`config.mk`:
```
export PLATFORM = sky130hd
export DESIGN_NAME = freq_meter
export DESIGN_NICKNAME = d
export VERILOG_FILES = /design/src/rtl/freq_meter_pkg.sv /design/src/rtl/freq_meter_edge_sync.sv /design/src/rtl/freq_meter.sv
export SDC_FILE = /design/constraint.sdc
export NUM_CORES = 1
export LEC_CHECK = 0
export CORE_MARGIN = 5
export CORE_UTILIZATION = 32
export CTS_BUF_LIST = sky130_fd_sc_hd__clkbuf_8 sky130_fd_sc_hd__clkbuf_16
export CTS_CLUSTER_DIAMETER = 120
export DETAILED_ROUTE_END_ITERATION = 7
export HOLD_SLACK_MARGIN = 0.05
export SLEW_MARGIN = 10
export SYNTH_ARGS = -nofsm -noshare
export SYNTH_HDL_FRONTEND = slang
export SYNTH_SLANG_ARGS = --single-unit
```
`constraint.sdc`:
```
create_clock -name clk -period 5.95 [get_ports clk]
set_input_delay 0.8925 -clock clk [delete_from_list [all_inputs] [get_ports clk]]
set_output_delay 0.8925 -clock clk [all_outputs]
set_load 0.02 [all_outputs]
```
`src/rtl/freq_meter_pkg.sv`:
```
// Shared defaults and helpers for the frequency / period meter.
package freq_meter_pkg;

  localparam int unsigned DEF_CNT_W          = 32'd32;
  localparam int unsigned DEF_PER_W          = 32'd32;
  localparam int unsigned DEF_GATE_CYCLES    = 32'd50000000;
  localparam int unsigned DEF_TIMEOUT_CYCLES = 32'd100000000;

  // Increment that sticks at max_value instead of wrapping; callers size-cast
  // the 64-bit result back to their own counter width.
  function automatic logic [63:0] sat_inc(input logic [63:0] value,
                                          input logic [63:0] max_value);
    logic [63:0] result;
    if (value >= max_value) begin
      result = max_value;
    end else begin
      result = value + 64'd1;
    end
    return result;
  endfunction

endpackage

```
`src/rtl/freq_meter_edge_sync.sv`:
```
// Brings an asynchronous square wave into the clk domain and flags its
// rising edges; rise is high for one cycle, three clocks after the input edge.
module edge_sync (
  input  logic clk,
  input  logic reset,
  input  logic d_async,
  output logic rise
);

  logic s1_q;
  logic s2_q;
  logic s3_q;

  // Two metastability stages followed by one history stage for edge detection.
  always_ff @(posedge clk) begin
    if (reset) begin
      s1_q <= 1'b0;
      s2_q <= 1'b0;
      s3_q <= 1'b0;
    end else begin
      s1_q <= d_async;
      s2_q <= s1_q;
      s3_q <= s2_q;
    end
  end

  assign rise = s2_q & ~s3_q;

endmodule

```
`src/rtl/freq_meter.sv`:
```
// Frequency (edges per gate window) and period (clk cycles between rising
// edges) meter for a single asynchronous square-wave input.
module freq_meter
  import freq_meter_pkg::*;
#(
  parameter int unsigned GATE_CYCLES    = DEF_GATE_CYCLES,
  parameter int unsigned CNT_W          = DEF_CNT_W,
  parameter int unsigned PER_W          = DEF_PER_W,
  parameter int unsigned TIMEOUT_CYCLES = DEF_TIMEOUT_CYCLES
) (
  input  logic             clk,
  input  logic             reset,
  input  logic             enable,
  input  logic             sig_in,
  output logic [CNT_W-1:0] freq_out,
  output logic             freq_valid,
  output logic             freq_ovf,
  output logic [PER_W-1:0] period_out,
  output logic             period_valid,
  output logic             no_signal
);

  localparam int unsigned       GATE_W      = (GATE_CYCLES > 32'd1) ? $clog2(GATE_CYCLES) : 32'd1;
  localparam logic [GATE_W-1:0] GATE_LAST   = GATE_W'(GATE_CYCLES - 32'd1);
  localparam logic [GATE_W-1:0] GATE_ONE    = GATE_W'(32'd1);
  localparam logic [CNT_W-1:0]  CNT_MAX     = '1;
  localparam logic [PER_W-1:0]  PER_MAX     = '1;
  localparam logic [PER_W-1:0]  PER_ONE     = PER_W'(32'd1);
  localparam logic [PER_W-1:0]  TIMEOUT_VAL = PER_W'(TIMEOUT_CYCLES);

  logic              rise;
  logic              gate_last;
  logic              edge_sat;
  logic [CNT_W-1:0]  edge_inc;
  logic [PER_W-1:0]  per_inc;

  logic [GATE_W-1:0] gate_cnt_q,     gate_cnt_d;
  logic [CNT_W-1:0]  edge_cnt_q,     edge_cnt_d;
  logic              ovf_win_q,      ovf_win_d;
  logic [PER_W-1:0]  per_cnt_q,      per_cnt_d;
  logic              armed_q,        armed_d;
  logic [CNT_W-1:0]  freq_out_q,     freq_out_d;
  logic              freq_valid_q,   freq_valid_d;
  logic              freq_ovf_q,     freq_ovf_d;
  logic [PER_W-1:0]  period_out_q,   period_out_d;
  logic              period_valid_q, period_valid_d;
  logic              no_signal_q,    no_signal_d;

  edge_sync u_sync (
    .clk     (clk),
    .reset   (reset),
    .d_async (sig_in),
    .rise    (rise)
  );

  assign gate_last = (gate_cnt_q == GATE_LAST);
  // A rise that finds the counter already full is what marks the window as saturated.
  assign edge_sat  = rise & (edge_cnt_q == CNT_MAX);
  assign edge_inc  = CNT_W'(sat_inc(64'(edge_cnt_q), 64'(CNT_MAX)));
  assign per_inc   = PER_W'(sat_inc(64'(per_cnt_q), 64'(PER_MAX)));

  // Next-state for the gate window, edge counter and period/timeout path.
  always_comb begin
    gate_cnt_d     = gate_cnt_q;
    edge_cnt_d     = edge_cnt_q;
    ovf_win_d      = ovf_win_q;
    per_cnt_d      = per_cnt_q;
    armed_d        = armed_q;
    freq_out_d     = freq_out_q;
    freq_ovf_d     = freq_ovf_q;
    period_out_d   = period_out_q;
    no_signal_d    = no_signal_q;
    freq_valid_d   = 1'b0;
    period_valid_d = 1'b0;

    if (!enable) begin
      // Counters parked at zero; published results keep their last values.
      gate_cnt_d = '0;
      edge_cnt_d = '0;
      ovf_win_d  = 1'b0;
      per_cnt_d  = '0;
      armed_d    = 1'b0;
    end else begin
      if (gate_last) begin
        // A rise on the closing cycle still belongs to this window.
        gate_cnt_d   = '0;
        edge_cnt_d   = '0;
        ovf_win_d    = 1'b0;
        freq_out_d   = rise ? edge_inc : edge_cnt_q;
        freq_ovf_d   = ovf_win_q | edge_sat;
        freq_valid_d = 1'b1;
      end else begin
        gate_cnt_d = gate_cnt_q + GATE_ONE;
        edge_cnt_d = rise ? edge_inc : edge_cnt_q;
        ovf_win_d  = ovf_win_q | edge_sat;
      end

      if (rise) begin
        // Rise wins over a coincident timeout; the first one after idle only arms.
        per_cnt_d   = PER_ONE;
        armed_d     = 1'b1;
        no_signal_d = 1'b0;
        if (armed_q) begin
          period_out_d   = per_cnt_q;
          period_valid_d = 1'b1;
        end else begin
          period_out_d   = period_out_q;
          period_valid_d = 1'b0;
        end
      end else if (per_cnt_q == TIMEOUT_VAL) begin
        per_cnt_d    = per_inc;
        armed_d      = 1'b0;
        no_signal_d  = 1'b1;
        period_out_d = '0;
      end else begin
        per_cnt_d = per_inc;
      end
    end
  end

  // State and output registers with synchronous reset.
  always_ff @(posedge clk) begin
    if (reset) begin
      gate_cnt_q     <= '0;
      edge_cnt_q     <= '0;
      ovf_win_q      <= 1'b0;
      per_cnt_q      <= '0;
      armed_q        <= 1'b0;
      freq_out_q     <= '0;
      freq_valid_q   <= 1'b0;
      freq_ovf_q     <= 1'b0;
      period_out_q   <= '0;
      period_valid_q <= 1'b0;
      no_signal_q    <= 1'b0;
    end else begin
      gate_cnt_q     <= gate_cnt_d;
      edge_cnt_q     <= edge_cnt_d;
      ovf_win_q      <= ovf_win_d;
      per_cnt_q      <= per_cnt_d;
      armed_q        <= armed_d;
      freq_out_q     <= freq_out_d;
      freq_valid_q   <= freq_valid_d;
      freq_ovf_q     <= freq_ovf_d;
      period_out_q   <= period_out_d;
      period_valid_q <= period_valid_d;
      no_signal_q    <= no_signal_d;
    end
  end

  assign freq_out     = freq_out_q;
  assign freq_valid   = freq_valid_q;
  assign freq_ovf     = freq_ovf_q;
  assign period_out   = period_out_q;
  assign period_valid = period_valid_q;
  assign no_signal    = no_signal_q;

endmodule

```
**Word-level counts from Yosys, hierarchy flattened**

Cells that the tools add are included.

- Register bits: 163
- Bits of input ports: 4
- Output and inout port bits: 68
- Word-level logic and storage cells: 51

- Add/subtract/negate cells: 3
- Order comparisons: 2
- Equal/unequal tests: 4
- Muxes and demuxes: 13
- Bitwise operators: 6
- Reductions and logical operators: 8

Operators with widths:

| cell | count |
|---|---|
| 2-to-1 mux 32 bit | 6 |
| adder 32 x 1 -> 32 bit (second input constant) | 2 |
| greater-or-equal comparator 32 bit (second input constant) | 2 |
| equality test 32 x 27 -> 1 bit (second input constant) | 1 |
| equality test 32 bit (second input constant) | 1 |
| adder 26 x 1 -> 26 bit (second input constant) | 1 |
| equality test 26 bit (second input constant) | 1 |
| OR reduction 3 bit | 3 |
| 2-to-1 mux 1 bit | 7 |
| AND reduction 2 bit | 2 |
| NOT 1 bit | 3 |
| AND reduction 3 bit | 1 |
| bitwise AND 1 bit | 2 |
| inequality test 2 x 1 -> 1 bit (second input constant) | 1 |
| nonzero test 2 bit | 1 |
| OR reduction 2 bit | 1 |
| bitwise OR 1 bit | 1 |

**Logic depth before layout (Yosys ltp)**

- Depth in word-level cells: 4
- Depth in mapped cells: 8
- Mapped depth without buffers: 7

**By module**

From an unflattened synthesis, not the netlist that was laid out.

- Cell total of the unflattened synthesis: 732
- Area total of the unflattened synthesis: 6,688.9 µm²

Modules (own cells, without submodules):

| module | times used | cells each | area each (µm²) | sequential area each (µm²) |
|---|---|---|---|---|
| freq_meter | 1 | 725 | 6,601.3 | 3,203.1 |
| edge_sync | 1 | 7 | 87.6 | 60.1 |

**Worst setup path before layout**

No wires, ideal clock.

- Path kind: input to register
- From: input enable
- To: register freq_out_q[19], in the netlist freq_out[19]
- Setup time: 0.123 ns
- Data arrival time: 1.932 ns
- Data required time: 5.827 ns
- Slack: 3.894 ns
- Cell stages on the path: 5
- Buffers on the path: 1
- Cells stage by stage: inv_1 > nor4_4 > a21boi_4 > buf_4 > a21oi_1

- Word-level cells in the longest chain between the ends: 1

RTL lines:

| item | line | source |
|---|---|---|
| from (decl) | freq_meter.sv:13 | `input logic enable,` |
| AND reduction 2 bit (no source line) | - |  |
| to (signal assigned) | freq_meter.sv:141 | `freq_out_q <= freq_out_d;` |
| to (decl) | freq_meter.sv:42 | `logic [CNT_W-1:0] freq_out_q, freq_out_d;` |

No other way between the ends.
A chain may end at the register's enable or synchronous reset.

==> reports/metrics.yaml <==
status: "complete, no violations"
drv_cap: 0
sw_frac_of_total: 0.209
ioPinCount: 72
hold_path.class: "flop to flop"
p_clk_frac: 0.478
die_w_um: 155
cp_slowest_stage_delay_ns: 0.88
cp.required_ns: 6.29
fin_crit_ns: 2.77
pwr-share-comb: 0.014
place_congestion: 0.778
post_cts_resized: 0
final.setup_skew_ns: 0.0106
p_switching_mw: 0.450
dpl_cell_area_um2: 7630
whs_ns: 0.459
internal_power_mw: 1.71
syn_nets: 735
hpwl_mm: 10.9
utilization: 0.393
critPathLaunch: "reset"
critical_path_class: "primary input to flop"
setup_slack_ns: 3.18
globalRouteTotalUtil: 0.135
drt_iter0_markers: 279
grt_pass1_vias: 5188
cts_buffer_depth: 2
ff2ff_path_depth: 5
drc: 0
yosys.cell_types.count: 58
final_area_um2: 8180
htreeDepth: 4
cp_slowest_cell: "inv_2"
clkTransAtPathRegs_ns: 0.06
insertion_delay_ns: 0.42
nets: 790
synth_seq_cells: 163
root_buffer: "clkbuf_16"
std_cell_rows: 53
setup_viol: 0
dp_slack_ns: 2.74
start_util: 0.322
vias: 5515
numCtsBuffers: 17
ctsHoldBuffers: 0
yosysWarnings: 0
cts.sinks: 163
synth_area_leaders: "dfxtp_1, xor2_1, a21oi_1, a32o_1, nor2_1"
leakage_nw: 2.70
core_um2: 20800
worstPathArrival_ns: 3.11
grt_max_degree: 65
syn_area_um2: 6710
die-area_um2: 24000
ys_async_sr_fraction: 0
wl_mm: 16.2
cts_setup_buffers: 0
gr-total-overflow: 0
cts_tree: "yes"
critPathLaunchType: "primary input"
ir_drop_v: 0.000208
synthCells: 727
pwr-share-seq: 0.509
grt_pass1_wl_mm: 26.4
drv_slew: 0
drive_gt1_frac: 0.0631
r2r-start: "per_cnt_q[8]$_SDFF_PP0_"
synth_top_area_cell: "dfxtp_1"
rsz0062_at_grt: "false"
synth_flop_cell: "dfxtp_1"
yosys.area.top_type_share: 0.487
port_buffers: 71
period_share: 0.466
path_cells: "clkdlybuf4s50_1, inv_2, nand2_1, o22ai_1"
max_slew_margin: 0.251
n_antenna_cell: 0
antenna_found_initial: 0
synth_edf_count: 0
area_growth_pct: 22.0
synth.avg_cell_area_um2: 9.22
crit_end: "freq_out[18]$_SDFFE_PP0P_"
pwr_density_cell_nw_per_um2: 263
worst_pin_slew_ns: 1.12
wl_per_cell_um: 15.2
r2r_end: "per_cnt_q[0]$_SDFF_PP0_"
ys_seq_area_frac: 0.487
vias_per_cell: 5.16
final_hold_viol_count: 0
clock.fmax_mhz: 361
die_h_um: 155
firstDrtPassIters: 4
drtAntennaViolNets: 0
setup_tns_ns: 0
path_max_fanout: 64
worstSetupEndpointType: "flop"
r2r_slack_ns: 3.50
sequential cells by signal, indices dropped and copies added (netlist names), 26 cells and up:
register    cells
period_out     32
per_cnt_q      32
edge_cnt_q     32
gate_cnt_q     26
freq_out       32
cell usage in the layout, fill, tap and decap left out, types with 3 or more instances in the layout:
cell             netlist  final
nand2_1               48     48
and3_1                18     18
a21oi_1               74     74
nor3_1                21     21
o21ai_0               28     28
a31oi_1                6      6
xor2_1                45     45
o21bai_1               3      3
nor4bb_1               3      3
dfxtp_1              163    163
a32o_1                32     32
or3_1                  3      3
nand3_1               35     35
and2_1                 6      6
buf_4                  3      8
ha_1                   4      4
o22ai_1                9      9
nand4_1               27     27
nor4_1                16     16
clkdlybuf4s50_1        0     71
xnor2_1               22     22
clkbuf_16              0     17
clkinv_2               0      5
nor2_1                54     54
and4_1                 9      9
nor2b_1                5      5
inv_1                 11     14
kinds of logic after synthesis:
| family | Yosys count | share of synthesized area |
|---|---|---|
| and+or+nand+nor | 267 | 0.217 |
| buffers and inverters | 55 | 0.0351 |
| AOI/OAI and AO/OA | 169 | 0.164 |
| xor gates and xnor gates | 67 | 0.0875 |
| adders and majority gates | 4 | 0.00746 |
| muxes | 2 | 0.00299 |
| DFF | 163 | 0.487 |
Yosys cell counts (11+ instances only):
master,count
nand4_1,27
xor2_1,45
buf_2,13
and3_1,18
a32o_1,32
xnor2_1,22
o21ai_0,28
nand3_1,35
nand2_1,48
nor2_1,54
nor4_1,16
dfxtp_1,163
nor3_1,21
a21oi_1,74
clkbuf_1,26
inv_1,11
metrics by stage:
step                      power (mW)  std cells
after floorplan                 1.14        727
after global placement          1.15       1038
after detailed placement        1.15       1038
after CTS                       2.18       1068
after global routing            2.23       1068
final                           2.15       1068
power groups by stage:
stage | Combinational (mW) | Sequential, mW | Clock, mW
3_5_place_dp | 0.0304 | 1.12 | 0
6_report | 0.0301 | 1.10 | 1.03
4_1_cts | 0.0304 | 1.10 | 1.06
3_3_place_gp | 0.0304 | 1.12 | 0
5_1_grt | 0.0329 | 1.10 | 1.10
2_1_floorplan | 0.0220 | 1.12 | 0
worst min-delay path by stage:
| stage | from | endpoint | slack (ns) | cells after the start |
|---|---|---|---|---|
| after CTS | gate_cnt_q[0]$_SDFF_PP0_ | gate_cnt_q[0]$_SDFF_PP0_ | 0.46 | 1 |
| after detailed placement | gate_cnt_q[0]$_SDFF_PP0_ | gate_cnt_q[0]$_SDFF_PP0_ | 0.44 | 1 |
| after global placement | gate_cnt_q[0]$_SDFF_PP0_ | gate_cnt_q[0]$_SDFF_PP0_ | 0.43 | 1 |
| after global routing | gate_cnt_q[0]$_SDFF_PP0_ | gate_cnt_q[0]$_SDFF_PP0_ | 0.47 | 1 |
| after floorplan | u_sync.s1_q$_SDFF_PP0_ | u_sync.s2_q$_SDFF_PP0_ | 0.41 | 1 |
| final | ovf_win_q$_SDFF_PP0_ | freq_ovf$_SDFFE_PP0P_ | 0.46 | 2 |
per-layer routing:
metal  up-vias  track usage  part of all wire
met5         -            0                 0
met4         0       0.0526             0.018
met3        19       0.0389             0.046
met2        83        0.198              0.44
met1      2641        0.186              0.50
li1       2772            -                 -
cell type report:
type / count / area [um^2]
Multi-Input combinational cell: 509 / 3210
Clock buffer: 17 / 425
Clock inverter: 13 / 121
Timing Repair Buffer: 79 / 771
Fill cell: 2108 / 12600
Inverter: 12 / 45.0
Tap cell: 275 / 344
Sequential cell: 163 / 3260
critical path, delay by kind of cell:
kind / cells / cell delay, ns
and+or+nand+nor: 1 / 0.40
AOI/OAI and AO/OA: 1 / 0.27
buffers and inverters: 2 / 1.53
Note: power is estimated with default switching activity, not from simulation.
